<file path="src/rtl/spi_cfg_slave_if.sv">
// SPI pins plus register-space strobes for the SNN config responder.
// The slave side is the responder; the master side is the host and register file.
interface spi_cfg_slave_if #(
  parameter int ADDR_W = 14,
  parameter int DATA_W = 16
);
  logic              SCK;
  logic              CS_N;
  logic              MOSI;
  logic              MISO;
  logic              WR_EN;
  logic [ADDR_W-1:0] WR_ADDR;
  logic [DATA_W-1:0] WR_DATA;
  logic              RD_REQ;
  logic [ADDR_W-1:0] RD_ADDR;
  logic [DATA_W-1:0] RD_DATA;
  logic              RD_ACK;
  logic              RD_ERR;

  modport slave (
    input  SCK, CS_N, MOSI, RD_DATA, RD_ACK,
    output MISO, WR_EN, WR_ADDR, WR_DATA,
    output RD_REQ, RD_ADDR, RD_ERR
  );

  modport master (
    output SCK, CS_N, MOSI, RD_DATA, RD_ACK,
    input  MISO, WR_EN, WR_ADDR, WR_DATA,
    input  RD_REQ, RD_ADDR, RD_ERR
  );
endinterface

</file>
<file path="src/rtl/spi_cfg_slave.sv">
// Oversampled SPI mode-0 config slave: [CMD|ADDR|DATA] frames
// decoded into single-cycle write strobes or read requests.
module spi_cfg_slave #(
  parameter int ADDR_W = 14,
  parameter int DATA_W = 16,
  parameter int SYNC_W = 2
) (
  input logic            CLK,
  input logic            RST,
  spi_cfg_slave_if.slave bus
);
  localparam int HDR_W   = 2 + ADDR_W;
  localparam int FRAME_W = HDR_W + DATA_W;
  localparam int SH_W    = (HDR_W > DATA_W) ? HDR_W : DATA_W;
  localparam int CNT_W   = $clog2(FRAME_W);
  localparam logic [CNT_W-1:0] HDR_LAST = CNT_W'(HDR_W - 1);
  localparam logic [CNT_W-1:0] FRM_LAST = CNT_W'(FRAME_W - 1);

  typedef enum logic [2:0] {
    IDLE, HDR, WDATA, RDATA, SKIP, DONE
  } state_t;

  state_t            state_q;
  logic [SYNC_W-1:0] sck_s_q, cs_s_q, mosi_s_q;
  logic              sck_prev_q, cs_prev_q;
  logic [CNT_W-1:0]  cnt_q;
  logic [SH_W-2:0]   sh_q;
  logic [SH_W-1:0]   sh_d;
  logic [ADDR_W-1:0] addr_q;
  logic [DATA_W-1:0] tx_q, tx_src;
  logic              ack_q, fell_q, bad_q;
  logic              miso_q, wr_en_q, rd_req_q, rd_err_q;
  logic [ADDR_W-1:0] wr_addr_q, rd_addr_q;
  logic [DATA_W-1:0] wr_data_q;

  logic sck, cs, mosi;
  logic sck_rise, sck_fall, cs_fall, cs_rise, bit_rx;

  assign sck      = sck_s_q[SYNC_W-1];
  assign cs       = cs_s_q[SYNC_W-1];
  assign mosi     = mosi_s_q[SYNC_W-1];
  assign sck_rise = sck & ~sck_prev_q;
  assign sck_fall = ~sck & sck_prev_q;
  assign cs_fall  = ~cs & cs_prev_q;
  assign cs_rise  = cs & ~cs_prev_q;
  // a bit arriving with the deselecting CS edge still counts
  assign bit_rx   = sck_rise & (~cs | cs_rise);
  assign sh_d     = {sh_q, mosi};
  assign tx_src   = ack_q ? tx_q : bus.RD_DATA;

  always_ff @(posedge CLK) begin
    if (RST) begin
      state_q    <= IDLE;
      sck_s_q    <= '0;
      cs_s_q     <= '0;
      mosi_s_q   <= '0;
      sck_prev_q <= 1'b0;
      cs_prev_q  <= 1'b0;
      cnt_q      <= '0;
      sh_q       <= '0;
      addr_q     <= '0;
      tx_q       <= '0;
      ack_q      <= 1'b0;
      fell_q     <= 1'b0;
      bad_q      <= 1'b0;
      miso_q     <= 1'b0;
      wr_en_q    <= 1'b0;
      wr_addr_q  <= '0;
      wr_data_q  <= '0;
      rd_req_q   <= 1'b0;
      rd_addr_q  <= '0;
      rd_err_q   <= 1'b0;
    end else begin
      sck_s_q    <= {sck_s_q[SYNC_W-2:0], bus.SCK};
      cs_s_q     <= {cs_s_q[SYNC_W-2:0], bus.CS_N};
      mosi_s_q   <= {mosi_s_q[SYNC_W-2:0], bus.MOSI};
      sck_prev_q <= sck;
      cs_prev_q  <= cs;
      wr_en_q    <= 1'b0;
      rd_req_q   <= 1'b0;
      unique case (state_q)
        IDLE: if (cs_fall) state_q <= HDR;
        HDR: if (bit_rx) begin
          sh_q  <= sh_d[SH_W-2:0];
          cnt_q <= cnt_q + 1'b1;
          if (cnt_q == HDR_LAST) begin
            addr_q <= sh_d[ADDR_W-1:0];
            case (sh_d[HDR_W-1 -: 2])
              2'b01: state_q <= WDATA;
              2'b10: begin
                rd_req_q  <= 1'b1;
                rd_addr_q <= sh_d[ADDR_W-1:0];
                state_q   <= RDATA;
              end
              default: state_q <= SKIP;
            endcase
          end
        end
        WDATA: if (bit_rx) begin
          sh_q  <= sh_d[SH_W-2:0];
          cnt_q <= cnt_q + 1'b1;
          if (cnt_q == FRM_LAST) begin
            wr_en_q   <= 1'b1;
            wr_addr_q <= addr_q;
            wr_data_q <= sh_d[DATA_W-1:0];
            state_q   <= DONE;
          end
        end
        RDATA: begin
          if (bus.RD_ACK && !fell_q && !ack_q) begin
            tx_q  <= bus.RD_DATA;
            ack_q <= 1'b1;
          end
          if (sck_fall && !cs) begin
            fell_q <= 1'b1;
            if (!fell_q && !(ack_q || bus.RD_ACK)) begin
              bad_q    <= 1'b1;
              rd_err_q <= 1'b1;
              miso_q   <= 1'b0;
            end else begin
              miso_q <= bad_q ? 1'b0 : tx_src[DATA_W-1];
              tx_q   <= {tx_src[DATA_W-2:0], 1'b0};
            end
          end
          if (bit_rx) begin
            cnt_q <= cnt_q + 1'b1;
            if (cnt_q == FRM_LAST) begin
              miso_q  <= 1'b0;
              state_q <= DONE;
            end
          end
        end
        SKIP, DONE: ;
      endcase
      // deselect aborts the frame; a strobe issued this cycle survives
      if (state_q != IDLE && cs) begin
        state_q <= IDLE;
        cnt_q   <= '0;
        sh_q    <= '0;
        tx_q    <= '0;
        ack_q   <= 1'b0;
        fell_q  <= 1'b0;
        bad_q   <= 1'b0;
        miso_q  <= 1'b0;
      end
    end
  end

  assign bus.MISO    = miso_q;
  assign bus.WR_EN   = wr_en_q;
  assign bus.WR_ADDR = wr_addr_q;
  assign bus.WR_DATA = wr_data_q;
  assign bus.RD_REQ  = rd_req_q;
  assign bus.RD_ADDR = rd_addr_q;
  assign bus.RD_ERR  = rd_err_q;
endmodule

</file>
<file path="src/flat_wrapper.sv">
// flat-port wrapper written by rule: the top's interface ports become plain ports
module spi_cfg_slave_flat 
#(
  parameter int ADDR_W = 14,
  parameter int DATA_W = 16,
  parameter int SYNC_W = 2
)
  (CLK, RST, bus_SCK, bus_CS_N, bus_MOSI, bus_RD_DATA, bus_RD_ACK, bus_MISO, bus_WR_EN, bus_WR_ADDR, bus_WR_DATA, bus_RD_REQ, bus_RD_ADDR, bus_RD_ERR);
  spi_cfg_slave_if #(.ADDR_W(ADDR_W), .DATA_W(DATA_W)) bus_i ();
  input logic CLK;
  input logic RST;
  input wire logic [$bits(bus_i.SCK)-1:0] bus_SCK;
  input wire logic [$bits(bus_i.CS_N)-1:0] bus_CS_N;
  input wire logic [$bits(bus_i.MOSI)-1:0] bus_MOSI;
  input wire logic [$bits(bus_i.RD_DATA)-1:0] bus_RD_DATA;
  input wire logic [$bits(bus_i.RD_ACK)-1:0] bus_RD_ACK;
  output wire logic [$bits(bus_i.MISO)-1:0] bus_MISO;
  output wire logic [$bits(bus_i.WR_EN)-1:0] bus_WR_EN;
  output wire logic [$bits(bus_i.WR_ADDR)-1:0] bus_WR_ADDR;
  output wire logic [$bits(bus_i.WR_DATA)-1:0] bus_WR_DATA;
  output wire logic [$bits(bus_i.RD_REQ)-1:0] bus_RD_REQ;
  output wire logic [$bits(bus_i.RD_ADDR)-1:0] bus_RD_ADDR;
  output wire logic [$bits(bus_i.RD_ERR)-1:0] bus_RD_ERR;
  assign bus_i.SCK = bus_SCK;
  assign bus_i.CS_N = bus_CS_N;
  assign bus_i.MOSI = bus_MOSI;
  assign bus_i.RD_DATA = bus_RD_DATA;
  assign bus_i.RD_ACK = bus_RD_ACK;
  assign bus_MISO = bus_i.MISO;
  assign bus_WR_EN = bus_i.WR_EN;
  assign bus_WR_ADDR = bus_i.WR_ADDR;
  assign bus_WR_DATA = bus_i.WR_DATA;
  assign bus_RD_REQ = bus_i.RD_REQ;
  assign bus_RD_ADDR = bus_i.RD_ADDR;
  assign bus_RD_ERR = bus_i.RD_ERR;
  spi_cfg_slave #(.ADDR_W(ADDR_W), .DATA_W(DATA_W), .SYNC_W(SYNC_W)) u_core (.CLK(CLK), .RST(RST), .bus(bus_i));
endmodule
</file>
<file path="config.mk">
export PLATFORM = sky130hd
export DESIGN_NAME = spi_cfg_slave_flat
export DESIGN_NICKNAME = d
export VERILOG_FILES = /design/src/rtl/spi_cfg_slave_if.sv /design/src/rtl/spi_cfg_slave.sv /design/src/flat_wrapper.sv
export SDC_FILE = /design/constraint.sdc
export NUM_CORES = 1
export LEC_CHECK = 0
export CORE_MARGIN = 3
export CORE_UTILIZATION = 50
export CTS_BUF_LIST = sky130_fd_sc_hd__clkbuf_8
export CTS_CLUSTER_DIAMETER = 120
export DETAILED_ROUTE_END_ITERATION = 16
export GPL_ROUTABILITY_DRIVEN = 0
export PLACE_DENSITY = 0.77
export SLEW_MARGIN = 20
export SYNTH_ARGS = -nofsm -noshare
export SYNTH_HDL_FRONTEND = slang
export SYNTH_SLANG_ARGS = --single-unit
</file>
<file path="constraint.sdc">
create_clock -name CLK -period 1.9 [get_ports CLK]
set_input_delay 0.38 -clock CLK [delete_from_list [all_inputs] [get_ports CLK]]
set_output_delay 0.38 -clock CLK [all_outputs]
set_load 0.05 [all_outputs]
</file>
After elaboration in Yosys (flattened, before gate mapping):

Cells that the tools add are included.

* bits in registers: 112
* word-level logic and storage cells: 93
* bits of input ports: 22

* multiplexer cells: 18
* add/subtract/negate cells: 1
* reduce and logical (&&, ||, !) cells: 28
* bitwise logic cells: 14
* equality and inequality tests: 12

Operator list (number)
* 2-to-1 mux 16 bit: 4
* 2-to-1 mux 3 bit: 5
* != test 2 x 1 -> 1 bit (second input constant): 5
* case mux 3 bit (3 select lines): 1
* AND reduction 3 bit: 3
* NOT 1 bit: 8
* AND reduction 2 bit: 4
* 2-to-1 mux 1 bit: 7
* == test 3 x 2 -> 1 bit (second input constant): 2
* case mux 3 bit (2 select lines): 1
* AND reduction 6 bit: 1
* nonzero test 3 bit: 2
* OR reduction 2 bit: 3
* OR reduction 3 bit: 2
* adder 5 x 1 -> 5 bit (second input constant): 1
* bitwise AND 1 bit: 5
* == test 5 x 4 -> 1 bit (second input constant): 1
* == test 5 bit (second input constant): 1
* logical AND 1 bit: 5
* zero test 1 bit: 4
* AND reduction 4 bit: 1
* OR reduction 4 bit: 1
* == test 3 x 1 -> 1 bit (second input constant): 1
* zero test 3 bit: 1
* 4 further kinds: 4

Longest topological paths before layout:

Gate-level depths: netlist of the first run.

* depth in word-level cells: 7
* mapped depth: 9
* depth with buffers taken out: 7

Worst setup path after synthesis of the first run:

OpenSTA, ideal clock, no wires.

* path kind: register to register
* from: register u_core.cnt_q[0]
* to: register u_core.wr_addr_q[0] (netlist: u_core.bus.WR_ADDR[0])
* stages on the path, launching flop included: 10
* path slack: 12 ps
* required time: 1768 ps
* arrival: 1756 ps
* library setup time: 132 ps
* path through: dfxtp_1 -> ha_1 -> and3_1 -> ha_1 -> nand3b_1 -> or4_1 -> clkbuf_1 -> buf_2 -> nand2_1 -> a21oi_1

* longest elaborated chain between the ends: 2

RTL lines
* start, declared: RTL line spi_cfg_slave.sv:26 `logic [CNT_W-1:0] cnt_q;`
* start signal, assigned: RTL line spi_cfg_slave.sv:85 `cnt_q <= cnt_q + 1'b1;`
* start signal, assigned: RTL line spi_cfg_slave.sv:101 `cnt_q <= cnt_q + 1'b1;`
* start signal, assigned: RTL line spi_cfg_slave.sv:126 `cnt_q <= cnt_q + 1'b1;`
* == test 5 bit: RTL line spi_cfg_slave.sv:102 `if (cnt_q == FRM_LAST) begin`
* AND reduction 3 bit (no source line)
* end signal, assigned: RTL line spi_cfg_slave.sv:104 `wr_addr_q <= addr_q;`
* end, declared: RTL line spi_cfg_slave.sv:33 `logic [ADDR_W-1:0] wr_addr_q, rd_addr_q;`

No other way between the ends.
A chain may end at the register's enable or synchronous reset.

Final worst setup path of the first run:

* from: register u_core.cnt_q[0]
* to: register u_core.wr_addr_q[1] (netlist: u_core.bus.WR_ADDR[1])

The elaborated chain is that of the path after synthesis.

==> metrics.md, run 1 <==
| Metric | Value |
|---|---|
| Status | `finished with violations` |
| Failing checks | `negative setup slack` |
| Total gr overflow | `0` |
| Worst hold path class | `primary input to register` |
| GRT Util Overall | `0.198` |
| CP Launch Type | `register` |
| FF/Latch Area | `0.00224 mm2` |
| Final WS setup | `-0.0202 ns` |
| Final period demand of the worst path | `slightly below 2 ns` |
| Die W | `approximately 100 um` |
| Fin. Hold Viols | `0` |
| Leading post-synthesis cells by cell area | `dfxtp_1, mux2i_1, nor2_1` |
| Sequential share of power | `0.592` |
| Worst Path Arrival | `between 2 and 2.5 ns` |
| Setup Skew | `between 0.01 and 0.015 ns` |
| Sw frac | `0.233` |
| Final #Nets | `around 570` |
| WL per Instance | `16.2 um` |
| Number of DRC markers after the initial detailed-route iteration | `roughly 130` |
| Root Buffer | `clkbuf_8` |
| Vias per cell | `5.49` |
| Power per cell area | `about 690 mW/mm2` |
| CTS tree | `yes` |
| Footprint of the multi-input gates | `between 0.002 and 0.0025 mm2` |
| Layout cell share with drive strength beyond 1 | `0.179` |
| Leading area contributor after synthesis | `dfxtp_1` |
| Antenna violations before repair | `0` |
| Netlist cell types | `between 40 and 50` |
| Max FO, Critical Path | `8` |
| Antenna-violating nets left | `0` |
| Static Leakage | `around 2.5 nW` |
| Final Power | `roughly 4 mW` |
| Die Height | `101 um` |
| First-pass GRT wire length | `~16 mm` |
| Gate Count Post-Synth | `470` |
| Clock Power Share | `0.373` |
| DRT Wirelength | `about 11 mm` |
| Cell Area, Synth | `0.00450 mm2` |
| Largest net degree at the start of global routing | `36` |
| Filler instances | `between 600 and 700` |
| Measured slew at the worst slew-check pin | `0.779 ns` |
| HPWL after DPL | `between 6 and 7 mm` |
| Die ar. | `around 0.010 mm2` |
| Fmax | `521 MHz` |
| Finished Core Util | `0.687` |
| CTS clk-pin slew, worst paths | `0.11 ns` |
| Clock latency on the worst-skew pair | `0.37 ns` |
| Max-slew violation count | `0` |
| Drt pass-1 iters | `4` |
| Synth top area share | `0.498` |
| MaxCap Viol Count | `0` |
| Period utilization | `1.01` |
| Pint | `between 3 and 4 mW` |
| DRC Markers | `0` |
| CP Capture Type | `register` |
| Class of the most critical setup path | `register to register` |
| Final number of setup-violating endpoints | `16` |
| Mean post-synth cell area | `9.57 um2` |
| # IOs | `70` |
| Clock Path Buffers | `2` |
| Synth Net Count | `around 500` |
| Sequential share of the synthesized area | `0.498` |
| Switching power | `between 0.9 and 1 mW` |
| Slew HR | `0.480` |
| Comb pwr share | `0.036` |
| Clock sink count | `~110` |
| YS warnings | `0` |
| CORE AREA | `0.00846 mm2` |
| RSZ-0062 raised after global routing | `yes` |
| CTS Buf Count | `9` |
| Initial Utilization | `0.532` |
| Vias in the first global route | `approximately 3400` |
| N_diodes | `0` |
| # rows | `33` |
| Worst VDD drop | `approximately 0.00053 V` |
| Routed vias | `between 3000 and 4000` |
| H-tree lvl count | `3` |
| Area delta synth->final | `29.2%` |
| Port bufs | `69` |
| Required @ worst endpoint | `between 2 and 2.5 ns` |
| #FFs+latches synth | `about 110` |
==> placed cells by master, fill, tap and decap left out, types with 2 or more instances in the layout <==
cell / synthesis / layout
buf_4: 4 / 34
dlygate4sd2_1: 0 / 30
mux2i_1: 62 / 62
a21oi_1: 34 / 23
inv_8: 0 / 2
clkbuf_8: 0 / 9
nor2_1: 68 / 68
o21a_1: 15 / 15
nand4_1: 2 / 2
inv_1: 5 / 5
ha_4: 0 / 2
nor4_4: 2 / 3
a211oi_1: 3 / 3
nand3_2: 2 / 2
dfxtp_1: 112 / 110
o21ai_0: 2 / 2
clkbuf_16: 0 / 3
inv_6: 0 / 3
nor3_1: 2 / 2
nor2b_1: 9 / 9
clkdlybuf4s50_1: 0 / 21
o221a_1: 14 / 14
a31oi_1: 2 / 2
or3_1: 3 / 3
nand2_1: 67 / 58
ha_1: 5 / 3
a21oi_2: 0 / 11
dfxtp_2: 0 / 2
nand2_4: 0 / 6
dlymetal6s2s_1: 0 / 4
nand2_2: 1 / 4
nand4_4: 1 / 2
xnor2_1: 3 / 3
or2_1: 2 / 2
buf_12: 0 / 6
==> sequential cells by signal (all words and copies together), names as in the netlist, 2 cells and up <==
name	flops
u_core.addr_q	14
u_core.tx_q	16
u_core.cs_s_q	2
u_core.sh_q	15
u_core.mosi_s_q	2
u_core.state_q	3
u_core.sck_s_q	2
u_core.bus.WR_ADDR	14
u_core.bus.WR_DATA	16
u_core.cnt_q	5
u_core.bus.RD_ADDR	14
==> area by class of cell <==
cell class	instances	share of cell area
inverters	5	0.00323
clock inverters	7	0.0144
well taps	105	0.0226
clock buffers	9	0.0213
multi-input cells	319	0.381
flip-flops and latches	112	0.386
repair buffers	100	0.171
==> critical path: stages (launching register included) <==
cell,delay (ns)
dfxtp_2,0.37
ha_4,0.13
and3_4,0.20
ha_4,0.13
nand3b_1,0.11
buf_4,0.17
nor4_4,0.21
buf_4,0.18
clkbuf_16,0.17
nand2_1,0.07
a21oi_1,0.11
==> cell usage after synthesis (all sizes together) <==
master	n
and4bb	1
nand4b	1
nor3	2
o32a	1
nor2b	9
nor3b	1
o221a	14
nor2	69
ha	5
and3	1
a211oi	3
buf	23
nor4b	1
o31a	1
or3	3
a21oi	34
nand2	68
and3b	1
xnor2	3
a31oi	2
inv	5
nand4	4
nand3	3
and2	1
nand3b	1
clkbuf	11
or4	1
o21a	15
dfxtp	112
mux2i	62
a311oi	1
a21bo	1
or2	2
nor4	4
o21ai	3
nand2b	1
==> metrics by stage <==
| stage | hold slack (ns) | area (um2) | TNS, ns | setup WS, ns | std cells |
|---|---|---|---|---|---|
| floorplan | 0.414 | 4500 | 0 | 0.0116 | 470 |
| global placement | 0.418 | 5360 | -0.455 | -0.0381 | 634 |
| detailed placement | 0.427 | 5360 | -1.11 | -0.0881 | 634 |
| CTS | 0.378 | 5550 | 0 | 0.000855 | 650 |
| global route | 0.406 | 5810 | -3.24 | -0.116 | 657 |
| finish | 0.388 | 5810 | -0.177 | -0.0202 | 657 |
==> path summary, 6_finish.rpt <==
| path | start | end | slack (ns) | cells after the start |
|---|---|---|---|---|
| max | u_core.cnt_q[0]$_SDFFE_PP0P_ | u_core.bus.WR_ADDR[1]$_SDFFE_PP0P_ | -0.02 | 10 |
| min | RST | u_core.cnt_q[3]$_SDFFE_PP0P_ | 0.39 | 3 |
| max reg2reg | u_core.cnt_q[0]$_SDFFE_PP0P_ | u_core.bus.WR_ADDR[1]$_SDFFE_PP0P_ | -0.02 | 10 |
| min reg2reg | u_core.sck_s_q[0]$_SDFF_PP0_ | u_core.sck_s_q[1]$_SDFF_PP0_ | 0.45 | 1 |
==> kinds of logic after synthesis <==
group	after synthesis	share of synthesized area
AND/OR/NAND/NOR	174	0.184
flip-flops	112	0.498
AO/OA/AOI/OAI	75	0.117
multiplexers	62	0.138
buffers and inverters	39	0.0425
adder cells (fa/ha/maj)	5	0.0139
XOR/XNOR	3	0.00584
==> power by group through the flow <==
stage / Combinational (mW) / Sequential (mW) / Clock, mW
finish: 0.143 / 2.36 / 1.49
global route: 0.155 / 2.36 / 1.61
CTS: 0.140 / 2.36 / 1.52
detailed placement: 0.139 / 2.41 / 0
global placement: 0.137 / 2.41 / 0
floorplan: 0.0700 / 2.41 / 0
==> per-layer routing <==
layer / wire (um) / up-vias / global-route usage
met3: 695 / 6 / 0.0464
met2: 4930 / 97 / 0.309
li1: - / 1767 / -
met1: 4940 / 1734 / 0.281
met4: 75 / 0 / 0.0404
met5: 0 / - / 0
==> what timing repair did <==
item,CTS,global route
pin swaps,0,19
gates resized for setup,35,36
setup buffers,0,3
gates cloned,0,4
hold buffers,0,0
setup endpoints to repair,67,78
Note: power is estimated with default switching activity, not from simulation.
==> run 2: changes to the inputs <==
--- a/config.mk
+++ b/config.mk
@@ -12,6 +12,7 @@
 export DETAILED_ROUTE_END_ITERATION = 16
 export GPL_ROUTABILITY_DRIVEN = 0
 export PLACE_DENSITY = 0.77
+export REMOVE_ABC_BUFFERS = 1
 export SLEW_MARGIN = 20
 export SYNTH_ARGS = -nofsm -noshare
 export SYNTH_HDL_FRONTEND = slang
==> metrics.md, run 2 (synthesis gave the netlist of run 1 again) <==
| Metric | Value |
|---|---|
| Drt pass-1 iters | `4` |
| Final period demand of the worst path | `1.93 ns` |
| Antenna violations before repair | `0` |
| Sequential share of power | `0.607` |
| Measured slew at the worst slew-check pin | `~0.67 ns` |
| Switching power | `0.952 mW` |
| GRT Util Overall | `0.194` |
| Commonest non-fill, non-tap cell in the layout | `dfxtp_1` |
| Pint | `2.94 mW` |
| Max-slew violation count | `0` |
| Clock Power Share | `0.356` |
| Number of DRC markers after the initial detailed-route iteration | `around 120` |
| Crit-path slowest cell | `dfxtp_4` |
| Vias in the first global route | `3428` |
| Area after DPL | `roughly 0.0054 mm2` |
| CORE AREA | `0.00846 mm2` |
| Layout cell share with drive strength beyond 1 | `0.157` |
| Slew HR | `0.551` |
| N_diodes | `0` |
| Clock latency on the worst-skew pair | `0.38 ns` |
| Worst VDD drop | `about 0.00047 V` |
| Failing checks | `negative setup slack` |
| CTS Buf Count | `9` |
| # rows | `33` |
| Static Leakage | `about 2.5 nW` |
| DRT Wirelength | `between 10 and 15 mm` |
| Setup Skew | `0.0189 ns` |
| Final #Nets | `about 580` |
| Root Buffer | `clkbuf_8` |
| Max FO, Critical Path | `6` |
| DRC Markers | `0` |
| Final number of setup-violating endpoints | `12` |
| Worst path cell trace | `ha_4, and3_4, ha_4, nand3b_1, buf_4, nor4_4, buf_6, clkbuf_16, nand2_1, a21oi_2` |
| Hold bufs inserted after CTS | `0` |
| CTS tree | `yes` |
| Required @ worst endpoint | `about 2.2 ns` |
| Die Height | `roughly 100 um` |
| Routed vias | `3586` |
| Status | `finished with violations` |
| RSZ-0062 raised after global routing | `yes` |
| Most frequent CP cell | `ha_4` |
| Comb pwr share | `0.037` |
| Antenna-violating nets left | `0` |
| H-tree lvl count | `3` |
| Worst hold path class | `primary input to register` |
| Most frequent cells in the layout | `dfxtp_1, nor2_1, nand2_1, mux2i_1, dlygate4sd2_1` |
| WL per Instance | `16.0 um` |
| CTS clk-pin slew, worst paths | `roughly 0.11 ns` |
| Pre-CTS WS | `-0.0421 ns` |
| Total gr overflow | `0` |
| Die ar. | `between 0.01 and 0.015 mm2` |
| Largest net degree at the start of global routing | `63` |
| CP Capture Type | `register` |
| Fmax | `~520 MHz` |
| Period utilization | `1.02` |
| Fin. Hold Viols | `0` |
| MaxCap Viol Count | `0` |
| Final Power | `3.89 mW` |
| Filler instances | `659` |
| Die W | `101 um` |
| Port bufs | `around 70` |
| Initial Utilization | `0.532` |
| Clock sink count | `112` |
| Power per cell area | `between 600 and 700 mW/mm2` |
| HPWL after DPL | `roughly 6.4 mm` |
| Vias per cell | `5.45` |
| CP Launch Type | `register` |
| Clock Path Buffers | `2` |
| First-pass GRT wire length | `around 16 mm` |
| Worst Path Arrival | `~2.2 ns` |
| Crit path largest cell delay | `0.38 ns` |
| # IOs | `70` |
| Fin area | `a little under 0.006 mm2` |
| Area delta synth->final | `29.8%` |
| Class of the most critical setup path | `register to register` |
| Final WS setup | `-0.0309 ns` |
| Sw frac | `0.245` |
[run 2: cell count changes in the layout (fill, tap and decap cells not counted), moves of 3 or more]
cell | before | now
buf_4 | 34 | 22
a21oi_1 | 23 | 26
dlymetal6s2s_1 | 4 | 1
dlygate4sd2_1 | 30 | 43
a21oi_2 | 11 | 8
[run 2: power by group through the flow]
stage	Combinational, mW	Clock, mW	Sequential, mW
floorplan	0.0444	0	2.41
global route	0.157	1.51	2.36
global placement	0.138	0	2.41
CTS	0.141	1.41	2.36
finish	0.144	1.38	2.36
detailed placement	0.140	0	2.41
[run 2: worst max-delay path: cells and delay by family, from the launching register on]
| family | cells | cell delay [ns] |
|---|---|---|
| AOI/OAI and AO/OA | 1 | 0.13 |
| adders and majority gates | 2 | 0.25 |
| buffers and inverters | 3 | 0.54 |
| and+or+nand+nor | 4 | 0.57 |
| DFF | 1 | 0.38 |
[run 2: layout make-up]
class	count	area (um2)	area share
Timing Repair Buffer	101	1030	0.177
Clock inverter	7	72.6	0.0124
Sequential cell	112	2250	0.385
Inverter	5	18.8	0.00321
Multi-Input combinational cell	319	2210	0.379
Clock buffer	9	124	0.0212
Tap cell	105	131	0.0225
[run 2: final timing paths]
kind                            slack, ns                          from  cells past startpoint                                   to
worst max-delay path                -0.03  u_core.cnt_q[1]$_SDFFE_PP0P_                     10  u_core.bus.WR_ADDR[10]$_SDFFE_PP0P_
worst min register to register       0.45  u_core.sck_s_q[0]$_SDFF_PP0_                      1         u_core.sck_s_q[1]$_SDFF_PP0_
worst max register to register      -0.03  u_core.cnt_q[1]$_SDFFE_PP0P_                     10  u_core.bus.WR_ADDR[10]$_SDFFE_PP0P_
worst min-delay path                 0.34                           RST                      2       u_core.bus.RD_ERR$_SDFFE_PP0P_
[run 2: metal layers]
metal  routed length (um)  up-vias  GRT usage
met3                  349        9     0.0374
met5                    0        -          0
met4                  105        0     0.0549
met1                 4700     1737      0.254
met2                 5350       66      0.325
li1                     -     1774          -
[run 2: metrics by stage]
| stage | cells | TNS [ns] | util | hold WS, ns |
|---|---|---|---|---|
| finish | 658 | -0.180 | 0.690 | 0.343 |
| global route | 658 | -4.10 | 0.690 | 0.347 |
| CTS | 650 | -0.0221 | 0.653 | 0.334 |
| detailed placement | 634 | -0.787 | 0.635 | 0.424 |
| global placement | 634 | 0 | 0.635 | 0.417 |
| floorplan | 436 | -46.15 | - | 0.414 |
[run 2: what timing repair did]
action / CTS / global route
pin swaps: 0 / 9
setup endpoints to repair: 74 / 60
cloned: 0 / 6
buffers inserted: 0 / 2
gates resized for setup: 46 / 41
==> run 3: changes to the inputs <==
--- a/config.mk
+++ b/config.mk
@@ -5,6 +5,7 @@
 export SDC_FILE = /design/constraint.sdc
 export NUM_CORES = 1
 export LEC_CHECK = 0
+export ABC_AREA = 1
 export CORE_MARGIN = 3
 export CORE_UTILIZATION = 50
 export CTS_BUF_LIST = sky130_fd_sc_hd__clkbuf_8
==> metrics.md, run 3 <==
| Metric | Value |
|---|---|
| Status | `finished clean` |
| Clock sink count | `112` |
| CTS clk-pin slew, worst paths | `roughly 0.11 ns` |
| Crit-path leading delay family | `simple AND/OR/NAND/NOR gates` |
| Pint | `just over 3 mW` |
| Worst hold path class | `register to register` |
| Largest net degree at the start of global routing | `33` |
| DRC Markers | `0` |
| Mean post-synth cell area | `~7.6 um2` |
| FF/Latch Area | `0.00224 mm2` |
| Port bufs | `69` |
| Mux cell area share after synthesis | `0` |
| Die W | `around 100 um` |
| Filler instances | `752` |
| Commonest non-fill, non-tap cell in the layout | `dfxtp_1` |
| Total gr overflow | `0` |
| Slew HR | `0.658` |
| Final #Nets | `just under 700` |
| Initial Utilization | `0.528` |
| Crit path largest cell delay | `0.56 ns` |
| Number of DRC markers after the initial detailed-route iteration | `between 150 and 200` |
| Netlist cell types | `28` |
| Sequential share of power | `0.575` |
| CP Launch Type | `register` |
| MaxCap Viol Count | `0` |
| Worst path cell trace | `inv_1, nand3_1, nand2_1, nand2_1, buf_4, o21ai_0, a21oi_1` |
| Post-synthesis xor/xnor area fraction | `0` |
| Antenna violations before repair | `0` |
| Class of the most critical setup path | `register to register` |
| Worst Path Arrival | `2.10 ns` |
| # rows | `33` |
| Number of flops mapped to enable cells by yosys | `0` |
| Ys async rst share | `0` |
| Routed vias | `~4000` |
| Max-slew violation count | `0` |
| Vias in the first global route | `~3700` |
| Post-Synth Simple-Gate Area | `0.220` |
| Switching power | `approximately 1.3 mW` |
| DRT Wirelength | `10.5 mm` |
| Antenna-violating nets left | `0` |
| WL per Instance | `about 14 um` |
| Finished Core Util | `0.639` |
| Setup Skew | `0.0105 ns` |
| Measured slew at the worst slew-check pin | `just over 0.5 ns` |
| H-tree lvl count | `3` |
| Most used DFF post-synth | `dfxtp_1` |
| Cell Area, Synth | `around 0.0045 mm2` |
| Layout cell share with drive strength beyond 1 | `0.115` |
| Clock Path Buffers | `2` |
| Leading area contributor after synthesis | `dfxtp_1` |
| Leading post-synthesis cells by cell area | `dfxtp_1, nor2_1, o21ai_0` |
| Most frequent cell after synthesis | `dfxtp_1` |
| Die ar. | `0.0101 mm2` |
| GRT Util Overall | `0.208` |
| Fin. Hold Viols | `0` |
| Fmax | `between 500 and 600 MHz` |
| First-pass GRT wire length | `~17 mm` |
| Pre-CTS WS | `-0.0230 ns` |
| CORE AREA | `around 0.0085 mm2` |
| CTS tree | `yes` |
| Sw frac | `0.288` |
| Root Buffer | `clkbuf_8` |
| Buf+Inv Stages, Crit Path | `2` |
| Worst VDD drop | `roughly 0.00048 V` |
| #FFs+latches synth | `112` |
| HPWL after DPL | `7.20 mm` |
| Final WS setup | `approximately 0.11 ns` |
| Final number of setup-violating endpoints | `0` |
| Static Leakage | `~2.5 nW` |
| Clock Power Share | `0.293` |
| Die Height | `between 100 and 150 um` |
| Comb pwr share | `0.133` |
| Max FO, Critical Path | `12` |
| Gate Count Post-Synth | `slightly below 600` |
| Adder-Cell Fraction of Synth Area | `0.0140` |
| Most frequent cells in the layout | `dfxtp_1, nor2_1, nand2_1, o21ai_0, a21oi_1` |
| Area delta synth->final | `21.0%` |
| Synth Area in Compound Gates | `0.179` |
| Sequential share of the synthesized area | `0.502` |
| Synth top cells by count | `dfxtp_1, nor2_1, nand2_1` |
| CP Capture Type | `register` |
| Clock latency on the worst-skew pair | `roughly 0.37 ns` |
| Largest family of logic cells by synthesized area | `simple AND/OR/NAND/NOR gates` |
| YS warnings | `0` |
| # IOs | `70` |
| Required @ worst endpoint | `approximately 2.2 ns` |
| Power per cell area | `between 800 and 900 mW/mm2` |
| Final period demand of the worst path | `1.79 ns` |
| Vias per cell | `between 5 and 6` |
| Period utilization | `0.942` |
| CTS Buf Count | `9` |
| Synth top area share | `0.502` |
| Footprint of the multi-input gates | `0.00187 mm2` |
| Most frequent CP cell | `nand2_1` |
| Crit-path slowest cell | `dfxtp_1` |
| Drt pass-1 iters | `5` |
| N_diodes | `0` |
-- run 3: cell types whose count changed after synthesis, moves of 10 or more --
cell and change:
o21a_1 -15, mux2i_1 -62, buf_2 -10, nand3_1 +22, o21ai_1 +17, a21oi_1 +17
nand2_1 +27, o21ai_0 +70, o221a_1 -14, inv_1 +42, nor2_1 +32
-- run 3: tightest hold or removal path, cell delays in order (launching register included) --
cell and delay [ns]:
dfxtp_1 0.31, inv_1 0.04, nor2_1 0.03
-- run 3: power by group through the flow --
stage	Clock [mW]	Combinational [mW]	Sequential [mW]
6_report	1.28	0.580	2.52
5_1_grt	1.39	0.654	2.53
4_1_cts	1.30	0.564	2.51
3_5_place_dp	0	0.558	2.57
3_3_place_gp	0	0.540	2.56
2_1_floorplan	0	0.379	2.55
-- run 3: worst paths after layout --
check | start | to | slack, ns | cells past startpoint
setup / recovery | u_core.state_q[1]$_SDFFE_PP0P_ | u_core.sh_q[0]$_SDFFE_PP0P_ | 0.11 | 7
hold / removal | u_core.cs_s_q[0]$_SDFF_PP0_ | u_core.cs_s_q[1]$_SDFF_PP0_ | 0.41 | 2
setup reg to reg | u_core.state_q[1]$_SDFFE_PP0P_ | u_core.sh_q[0]$_SDFFE_PP0P_ | 0.11 | 7
hold reg to reg | u_core.cs_s_q[0]$_SDFF_PP0_ | u_core.cs_s_q[1]$_SDFF_PP0_ | 0.41 | 2
-- run 3: cell families after synthesis --
group                      Yosys count
adders and majority gates            5
buffers and inverters               84
DFF                                112
AOI/OAI and AO/OA                  153
and+or+nand+nor                    233
-- run 3: what timing repair did --
item / CTS / global route
endpoints found under the hold margin: 0 / 0
gates cloned: 0 / 1
setup endpoints to repair: 40 / 61
hold buffers: 0 / 0
pin swaps: 1 / 3
setup buffers: 0 / 1
resized for setup: 33 / 14
-- run 3: per-stage QoR --
| stage | power (mW) | hold WS [ns] | area (um2) | instances | setup TNS (ns) |
|---|---|---|---|---|---|
| 3_3_place_gp | 3.10 | 0.393 | 5220 | 748 | 0 |
| 5_1_grt | 4.57 | 0.435 | 5410 | 765 | -0.00184 |
| 6_report | 4.38 | 0.408 | 5410 | 765 | 0 |
| 4_1_cts | 4.38 | 0.410 | 5350 | 763 | 0 |
| 2_1_floorplan | 2.93 | 0.388 | 4300 | 558 | -30.63 |
| 3_5_place_dp | 3.12 | 0.396 | 5220 | 748 | -0.0351 |
-- run 3: layout make-up --
type                    instances  share of cell area
flip-flops and latches        112               0.415
multi-input cells             391               0.346
repair buffers                 87               0.145
inverters                      55              0.0382
well taps                     105              0.0243
clock buffers                   9              0.0229
clock inverters                 6             0.00879
-- run 3: routing by layer --
metal | wire length [um] | global-route usage
met1 | 4770 | 0.276
met4 | 116 | 0.0684
met5 | 0 | 0
met2 | 5060 | 0.347
met3 | 558 | 0.0311
==> variant: new RTL, settings of run 3 <==
`DATA_W` is set to 16 in 3 places; all go to 32.
--- a/src/rtl/spi_cfg_slave_if.sv
+++ b/src/rtl/spi_cfg_slave_if.sv
@@ -4,3 +4,3 @@
   parameter int ADDR_W = 14,
-  parameter int DATA_W = 16
+  parameter int DATA_W = 32
 );
--- a/src/rtl/spi_cfg_slave.sv
+++ b/src/rtl/spi_cfg_slave.sv
@@ -4,3 +4,3 @@
   parameter int ADDR_W = 14,
-  parameter int DATA_W = 16,
+  parameter int DATA_W = 32,
   parameter int SYNC_W = 2
--- a/src/flat_wrapper.sv
+++ b/src/flat_wrapper.sv
@@ -4,3 +4,3 @@
   parameter int ADDR_W = 14,
-  parameter int DATA_W = 16,
+  parameter int DATA_W = 32,
   parameter int SYNC_W = 2
Interface: changed (resized bus_RD_DATA and bus_WR_DATA); port bits go from 70 to 102. No check against the original RTL was run, so the function may have changed too.
==> variant against run 3 <==
Clock skew is 0.0046 ns lower. Final cell count rose by 54%. Setup slack gained 0.049 ns. Area after synthesis grew 47%. Final area up 52%. Global-route usage fell by 0.23 points. Maximum frequency up 2.8%. Sequential cell count grew 49. First-iteration DRC count increased to 2.6 times the old value. Routed wire length increased by 44%. Power is 55% higher. Worst hold slack worse by 0.0076 ns. Die area up 44%. Largest cell class unchanged.
==> variant: results (changes against run 3) <==
Run status
  – Outcome: completed

Layout
  – CLK BUF: 18 (+9)
  – Non-Filler Instances: 1,177 (+54%)
  – Layout fillers: 1,219 (+62%)
  – Multi-input combinational cell count: 569 (+46%)
  – Design area: 8220 um^2 (+52%)
  – Multi-input combinational area share: 33.0% (-1.6 points)
  – Share of layout cells above drive strength 1: 9.25% (-2.3 points)
  – Clock buf/inv share: 4.57% (+1.4 points)
  – Non-clk invs: 113 (+110%)
  – Fin nets: 1,033 (+51%)
  – Buffers excl. clock: 130 (+49%)
  – Buffer share of cell area: 15.4% (+0.90 points)

Placed design
  – Place WS: -0.0850 ns (-0.0620 ns)
  – DP Area: 7830 um^2 (+50%)
  – Placed Instances: 1,142 (+53%)

Clock network
  – Worst-path clk slew: 0.08 ns (-0.03 ns)
  – TritonCTS buffer count: 17 (+8)
  – H-tree levels: 4 (+1)
  – Sink Count: 161 (+44%)

GRT
  – Pin count of the biggest net entering global routing: 93 (+180%)
  – Number of global-route vias before repair: 5,158 (+40%)

Synth
  – Synth top area cells: dfxtp_1 49%, o21ai_0 11%, nor2_1 8.4%, a21oi_1 7.3%, inv_1 6.1%
  – Post-synthesis cell type count: 27 (-3.6%)
  – Compound-cell area share of the yosys netlist: 20.1% (+2.2 points)
  – Mux cell area share after synthesis: 1.83% (+1.8 points)
  – Syn_area_per_cell: 7.33 um^2 (-3.8%)
  – Sequential area share after synthesis: 49.1% (-1.0 points)
  – Synth Area in Adders: 0.572% (-0.83 points)

Setup path
  – CP max FO: 2 (-10)
  – CP top delay family: buffers and inverters
  – Data arrival, critical path: 1.36 ns (-0.74 ns)
  – Worst path slowest cell: dlygate4sd2_1

Power
  – NetSw: 0.00178 W (+41%)
  – Clock power frac: 35.0% (+5.7 points)
  – Clock group: 0.00237 W (+85%)
  – Worst vdd ir: 0.459 mV (-3.4%)
  – Leakage: 3.50 nW (+38%)
  – Power Combinational: 0.000774 W (+33%)

Detailed routing
  – DR WL/cell: 12.9 um (-6.2%)
  – 1st-iter DRT viols: 486 (+160%)

Die
  – Tap cells: 172 (+64%)

STA
  – Worst Skew: 0.00591 ns (-0.00460 ns)
  – Slew @ Worst Pin: 0.518 ns (+0.00617 ns)
## variant: final timing paths
path                         start                      to  slack [ns]  cells after the start
min reg2reg     u_core.mosi_s_q[0]      u_core.mosi_s_q[1]        0.40                      2
min             u_core.mosi_s_q[0]      u_core.mosi_s_q[1]        0.40                      2
max reg2reg        u_core.cnt_q[1]  u_core.bus.WR_DATA[22]        0.17                      9
max          u_core.bus.RD_ADDR[5]          bus_RD_ADDR[5]        0.16                      1
## variant: repair_timing
item	in CTS	in global routing
cloned	0	2
pin swaps	0	1
endpoints found under the setup margin	51	48
buffers inserted	0	1
gates resized for setup	51	11
endpoints found under the hold margin	0	0
## variant: layer usage
metal  global-route usage (%)  share of wire, %  vias to the layer above
li1                         -                 -                     3066
met1                     27.7                47                     2686
met2                     32.1                46                      154
met3                     5.61               5.3                       21
met4                     6.44               1.4                        0
met5                        0                 0                        -
## variant: worst min-delay path, stage by stage, from the launching register on
cell and delay [ns]:
dfxtp_1 0.30, inv_1 0.04, nor2_1 0.03
